## config.mk

```make
export PLATFORM = sky130hd
export DESIGN_NAME = crc_pkt_gen
export DESIGN_NICKNAME = d
export VERILOG_FILES = /design/src/rtl/crc_pkt_gen_pkg.sv /design/src/rtl/crc_pkt_gen_crc32_step.sv /design/src/rtl/crc_pkt_gen.sv
export SDC_FILE = /design/constraint.sdc
export NUM_CORES = 1
export LEC_CHECK = 0
export CAP_MARGIN = 20
export CORE_UTILIZATION = 40
export DETAILED_ROUTE_END_ITERATION = 6
export PLACE_DENSITY = 0.6
export SETUP_SLACK_MARGIN = 0.3
export SYNTH_ARGS = -nofsm -noshare
export SYNTH_HDL_FRONTEND = slang
export SYNTH_HIERARCHICAL = 1
export SYNTH_SLANG_ARGS = --single-unit
```

## constraint.sdc

```tcl
create_clock -name iClk -period 5.7 [get_ports iClk]
set_clock_uncertainty 0.1 [all_clocks]
set_input_delay 1.425 -clock iClk [delete_from_list [all_inputs] [get_ports iClk]]
set_output_delay 1.425 -clock iClk [all_outputs]
set_load 0.005 [all_outputs]
```

## src/rtl/crc_pkt_gen_pkg.sv

```systemverilog
// Shared CRC-32 constants, ctrl-word field offsets and the packet FSM encoding.
package crc_pkt_gen_pkg;

   localparam logic [31:0] CRC_POLY   = 32'h04C1_1DB7;
   localparam logic [31:0] CRC_INIT   = 32'hFFFF_FFFF;
   localparam logic [31:0] CRC_XOROUT = 32'hFFFF_FFFF;

   localparam int CTRL_DEST_LSB = 0;
   localparam int CTRL_PRIO_LSB = 4;
   localparam int CTRL_LEN_LSB  = 7;

   typedef enum logic [2:0] {
      ST_IDLE,
      ST_CTRL,
      ST_DATA,
      ST_CRC,
      ST_EOP
   } state_t;

   function automatic logic [31:0] reflect32(input logic [31:0] v);
      logic [31:0] r;
      for (int i = 0; i < 32; i++) r[i] = v[31-i];
      return r;
   endfunction

   // The engine shifts LSB-first, so it works with the bit-reversed polynomial.
   localparam logic [31:0] CRC_POLY_REFL = reflect32(CRC_POLY);

endpackage

```

## src/rtl/crc_pkt_gen_crc32_step.sv

```systemverilog
// Combinational CRC-32 update over the low nbytes lanes of one data word,
// highest of those lanes first; zero latency, no flow control.
module crc32_step
   import crc_pkt_gen_pkg::*;
#(
   parameter int DATA_W = 32
) (
   input  logic [31:0]                crc_in,
   input  logic [DATA_W-1:0]          data_in,
   input  logic [$clog2(DATA_W/8):0]  nbytes,
   output logic [31:0]                crc_out
);
   localparam int NB = DATA_W / 8;

   logic [31:0] c;

   always_comb begin
      c = crc_in;
      for (int k = 0; k < NB; k++) begin
         // Lanes at or above nbytes are not part of this word's payload.
         if ((NB - 1 - k) < int'(nbytes)) begin
            c = c ^ {24'd0, data_in[8*(NB-1-k) +: 8]};
            for (int j = 0; j < 8; j++) begin
               c = c[0] ? ((c >> 1) ^ CRC_POLY_REFL) : (c >> 1);
            end
         end
      end
      crc_out = c;
   end

endmodule

```

## src/rtl/crc_pkt_gen.sv

```systemverilog
// Packet CRC-32 appender: sop/ctrl/payload forwarded at 1-cycle latency, then CRC word, then eop.
// No backpressure, oRdy only gates a new sop; CRC_STATS_EN adds saturating oPktCnt/oErrCnt.
module crc_pkt_gen
   import crc_pkt_gen_pkg::*;
#(
   parameter int DATA_W = 32,
   parameter int LEN_W  = 10
) (
   input  logic              iClk,
   input  logic              iRst,
   input  logic              iWrSop,
   input  logic              iWrEop,
   input  logic              iWrVld,
   input  logic [DATA_W-1:0] iWrData,
   output logic              oWrSop,
   output logic              oWrEop,
   output logic              oWrVld,
   output logic [DATA_W-1:0] oWrData,
   output logic              oRdy,
   output logic              oLenErr
`ifdef CRC_STATS_EN
   ,
   output logic [15:0]       oPktCnt,
   output logic [15:0]       oErrCnt
`endif
);
   localparam int NB   = DATA_W / 8;
   localparam int NB_W = $clog2(NB) + 1;

   state_t            state_q, state_d;
   logic [31:0]       crc_q, crc_d;
   logic [LEN_W:0]    rem_q, rem_d;
   logic              err_q, err_d;
   logic              sop_q, sop_d;
   logic              eop_q, eop_d;
   logic              vld_q, vld_d;
   logic [DATA_W-1:0] data_q, data_d;
   logic              rdy_q, rdy_d;
   logic              len_err_q, len_err_d;

   logic [NB_W-1:0]   nbytes;
   logic [31:0]       step_crc;

   assign nbytes = (rem_q >= (LEN_W+1)'(NB)) ? NB_W'(NB) : rem_q[NB_W-1:0];

   crc32_step #(.DATA_W(DATA_W)) u_step (
      .crc_in  (crc_q),
      .data_in (iWrData),
      .nbytes  (nbytes),
      .crc_out (step_crc)
   );

   always_comb begin
      state_d   = state_q;
      crc_d     = crc_q;
      rem_d     = rem_q;
      err_d     = err_q;
      sop_d     = 1'b0;
      eop_d     = 1'b0;
      vld_d     = 1'b0;
      data_d    = '0;
      len_err_d = 1'b0;
      case (state_q)
         ST_IDLE: begin
            crc_d = CRC_INIT;
            rem_d = '0;
            err_d = 1'b0;
            if (iWrSop && rdy_q) begin
               sop_d   = 1'b1;
               state_d = ST_CTRL;
            end
         end
         ST_CTRL: begin
            // Eop before any ctrl word: crc_q is still CRC_INIT, so the CRC word comes out as zero.
            if (iWrEop) begin
               err_d   = 1'b1;
               vld_d   = 1'b1;
               data_d  = DATA_W'(crc_q ^ CRC_XOROUT);
               state_d = ST_CRC;
            end else if (iWrVld) begin
               vld_d   = 1'b1;
               data_d  = iWrData;
               rem_d   = (LEN_W+1)'(iWrData[CTRL_LEN_LSB +: LEN_W]) + (LEN_W+1)'(1);
               state_d = ST_DATA;
            end
         end
         ST_DATA: begin
            if (iWrEop) begin
               if (rem_q != '0) err_d = 1'b1;
               vld_d   = 1'b1;
               data_d  = DATA_W'(crc_q ^ CRC_XOROUT);
               state_d = ST_CRC;
            end else if (iWrVld) begin
               vld_d  = 1'b1;
               data_d = iWrData;
               if (rem_q == '0) begin
                  err_d = 1'b1;
               end else begin
                  crc_d = step_crc;
                  rem_d = rem_q - (LEN_W+1)'(nbytes);
               end
            end
         end
         ST_CRC: begin
            eop_d     = 1'b1;
            len_err_d = err_q;
            state_d   = ST_EOP;
         end
         ST_EOP:  state_d = ST_IDLE;
         default: state_d = ST_IDLE;
      endcase
      rdy_d = (state_d == ST_IDLE);
   end

   always_ff @(posedge iClk or posedge iRst) begin
      if (iRst) begin
         state_q   <= ST_IDLE;
         crc_q     <= CRC_INIT;
         rem_q     <= '0;
         err_q     <= 1'b0;
         sop_q     <= 1'b0;
         eop_q     <= 1'b0;
         vld_q     <= 1'b0;
         data_q    <= '0;
         rdy_q     <= 1'b0;
         len_err_q <= 1'b0;
      end else begin
         state_q   <= state_d;
         crc_q     <= crc_d;
         rem_q     <= rem_d;
         err_q     <= err_d;
         sop_q     <= sop_d;
         eop_q     <= eop_d;
         vld_q     <= vld_d;
         data_q    <= data_d;
         rdy_q     <= rdy_d;
         len_err_q <= len_err_d;
      end
   end

   assign oWrSop  = sop_q;
   assign oWrEop  = eop_q;
   assign oWrVld  = vld_q;
   assign oWrData = data_q;
   assign oRdy    = rdy_q;
   assign oLenErr = len_err_q;

`ifdef CRC_STATS_EN
   logic [15:0] pkt_cnt_q, pkt_cnt_d;
   logic [15:0] err_cnt_q, err_cnt_d;

   always_comb begin
      pkt_cnt_d = pkt_cnt_q;
      err_cnt_d = err_cnt_q;
      if (eop_d && (pkt_cnt_q != 16'hFFFF)) pkt_cnt_d = pkt_cnt_q + 16'd1;
      if (len_err_d && (err_cnt_q != 16'hFFFF)) err_cnt_d = err_cnt_q + 16'd1;
   end

   always_ff @(posedge iClk or posedge iRst) begin
      if (iRst) begin
         pkt_cnt_q <= '0;
         err_cnt_q <= '0;
      end else begin
         pkt_cnt_q <= pkt_cnt_d;
         err_cnt_q <= err_cnt_d;
      end
   end

   assign oPktCnt = pkt_cnt_q;
   assign oErrCnt = err_cnt_q;
`endif

endmodule

```

==> run metrics <==
pin count of the biggest net entering global routing 52; outcome finished, violations left; fmax 173 MHz; number of clock sinks 84; final-stage net count 1,359; DRC viols 0; CTS tree yes; commonest register cell after synthesis dfrtp_1; min setup slack post-route -0.0692 ns; final WL around 34,000 um; multi-input combinational cell area 0.00767 mm^2; Crit Path Max Fanout 4; core area 0.0228 mm^2; Cell variety after synth 78; count of final setup violators 4; Synth Cell Area 0.00933 mm^2; failing checks setup timing; area added between synthesis and finish 45.3%; count of routing violations after the opening detailed-route iteration 794; total number of yosys warnings 6; effective utilization at floorplan 41.0%; share of synthesized registers carrying an async set or reset 100%; Die Y-Extent 155 um; Post-Synthesis Mean Instance Area 8.97 um^2; Worst-Margin Slew 1.09 ns; number of vias after detailed routing 8,609; register-to-register setup slack 0.17 ns; category of the worst setup path capture point register; number of I/O port buffers between 70 and 80; Clock Latency Late Sink 0.37 ns; hold violation count in the final report 0; portion of the post-synthesis area used by sequential elements a little under a quarter; grt total ovfl 0; number of global-route vias before repair 8,360; Mapped Cells 1,041; net count after synthesis 1,080; share of layout cells above drive strength 1 between 30% and 40%; min Tclk post-route 5.77 ns; Hold/Removal Path Class reg -> reg; post-synthesis sequential element count 84; count of final max-slew check failures 0; Max clock buf depth 2; RSZ-0062 raised after global routing true; detailed-router iteration count before antenna repair 5; area enclosed by the die boundary 0.0239 mm^2; number of enable-type register cells in the synthesized netlist 0; number of levels the H-tree was split into 3; die width 155 um; data arrival time of the critical path 5.94 ns; Clock Pin Slew Worst Setup and Hold Paths 0.08 ns; Layout fillers 1,962; Num CTS Buffers 9; pre-CTS setup slack -0.895 ns; worst-case headroom to the max-slew limit 27.0%; top-level I/O count 74; final RePlAce weighted congestion around 0.96; max-capacitance violation count 0; startpoint types primary input; Routed Antenna Nets 0; detailed-placement wirelength estimate 25,400 um; post-route fraction of the period consumed by the critical path 101%; GRT Overall Usage 29.0%; sequential cell area around 0.0021 mm^2; antenna violations before repair 1; wire length of the first global-routing pass 51,300 um; standard-cell rows 55; path type of the worst setup path in -> reg; required time of the critical path 5.88 ns; post-detailed-route wirelength per cell between 20 and 25 um; clock root cell clkbuf_16; via-per-instance ratio 5.25
worst max-delay path: stages:
cell	delay [ns]
buf_8	0.10
xnor2_4	0.22
xnor3_1	0.39
and3_4	0.21
or4_4	0.49
and3_4	0.19
buf_6	0.11
or3_4	0.38
a31oi_4	0.19
buf_6	0.13
xnor2_4	0.12
xnor3_1	0.29
a21oi_4	0.22
xnor2_4	0.17
xnor2_4	0.15
xnor3_1	0.44
and3_1	0.19
or3_1	0.31
nor2_1	0.11
mux2i_1	0.09
worst paths after layout:
kind                                       startpoint  cells after the start                    end
worst max register to register   rem_q[7]$_DFFE_PP0P_                     22  crc_q[20]$_DFFE_PP1P_
min in group asynchronous                        iRst                      2   oWrData[5]$_DFF_PP0_
worst min-delay path            crc_q[24]$_DFFE_PP1P_                      2  crc_q[24]$_DFFE_PP1P_
max in group asynchronous                        iRst                      3  oWrData[20]$_DFF_PP0_
worst min register to register  crc_q[24]$_DFFE_PP1P_                      2  crc_q[24]$_DFFE_PP1P_
worst max-delay path                      iWrData[27]                     20  crc_q[20]$_DFFE_PP1P_
metrics by stage:
step                instances  hold WS, ns  utilization, %  area (um^2)  setup TNS, ns
finish                   1639        0.436            59.5        13600         -0.134
global route             1638        0.461            59.5        13600          -1.94
CTS                      1598        0.436            56.5        12900         -0.101
detailed placement       1554        0.402            52.5        12000         -19.74
global placement         1554        0.399            52.5        12000         -19.11
floorplan                1041        0.350               -         9650         -0.452
area by class of cell:
type                            count  area share (%)
Clock buffer                        9            1.66
Sequential cell                    84            15.8
Tap cell                          313            2.89
Timing Repair Buffer              325            21.2
Antenna cell                        1          0.0185
Multi-Input combinational cell    854            56.6
Clock inverter                      7           0.517
Inverter                           46            1.28
cell usage after synthesis, types with 4 or more instances:
library cell | count | share of area [%]
o22ai_1 | 4 | 0.27
and2_1 | 5 | 0.34
o21ai_1 | 5 | 0.27
xnor2_2 | 11 | 1.9
nor4_1 | 4 | 0.27
xor3_1 | 8 | 2.0
buf_6 | 4 | 0.48
xnor2_4 | 6 | 1.8
nor3b_1 | 5 | 0.40
nor2b_1 | 29 | 1.9
o211ai_1 | 4 | 0.32
nand3_1 | 15 | 0.80
nand2b_1 | 4 | 0.27
o21ai_0 | 36 | 1.9
xnor3_1 | 30 | 7.2
dfrtp_1 | 52 | 14
dfstp_2 | 32 | 9.0
a21oi_1 | 81 | 4.3
buf_2 | 9 | 0.48
a22oi_1 | 11 | 0.88
a22o_1 | 6 | 0.56
mux2i_1 | 65 | 7.0
nand4_1 | 6 | 0.40
clkbuf_1 | 40 | 1.6
o31ai_1 | 6 | 0.48
xnor2_1 | 164 | 15
nand2_1 | 63 | 2.5
inv_1 | 45 | 1.8
xor2_1 | 63 | 5.9
nor2_1 | 134 | 5.4
nor3_1 | 17 | 0.91
layout by cell type, fill, tap and decap left out, types with 8 or more instances in the layout:
cell type / instances
mux2i_1: 59
o21ai_0: 25
nor2_1: 132
o21ai_2: 8
o21ai_1: 9
clkbuf_16: 9
dfstp_2: 32
nand3_1: 14
nor3_1: 16
nand2_1: 62
inv_1: 44
buf_6: 34
xor2_1: 47
xnor3_1: 21
xnor2_1: 122
xnor2_2: 35
xnor2_4: 24
buf_12: 10
dfrtp_1: 52
xor2_4: 8
nor2b_1: 28
xnor3_2: 11
a22oi_1: 11
clkdlybuf4s50_1: 65
a21oi_1: 74
buf_4: 206
xor2_2: 14
sequential cells by signal, summed over array words and instances (netlist names):
name,count
oWrEop,1
err_q,1
rem_q,11
oWrData,32
oWrSop,1
oRdy,1
crc_q,32
oLenErr,1
state_q,3
oWrVld,1
kinds of logic after synthesis:
logic type | count (synthesis) | synth area share (%)
buffers and inverters | 103 | 4.62
flip-flops | 84 | 22.9
AO/OA/AOI/OAI | 184 | 12.3
other | 1 | 0.0402
adder cells (fa/ha/maj) | 2 | 0.268
multiplexers | 69 | 7.72
AND/OR/NAND/NOR | 308 | 15.9
XOR/XNOR | 290 | 36.2
metal layers:
metal / up-vias / wire [um] / track usage [%]
met4: 0 / 827 / 9.57
met5: - / 0 / 0
li1: 4057 / - / -
met3: 48 / 2060 / 4.82
met2: 292 / 16100 / 47.1
met1: 4212 / 15100 / 39.1
what timing repair did:
item,CTS,global route
setup buffers,28,39
endpoints found under the setup margin,32,32
gates resized for setup,104,76
hold buffers,0,0
pin swaps,64,59
Power is not shown: default switching activity piles up to over one toggle a cycle in this logic, so the estimate is an artifact.
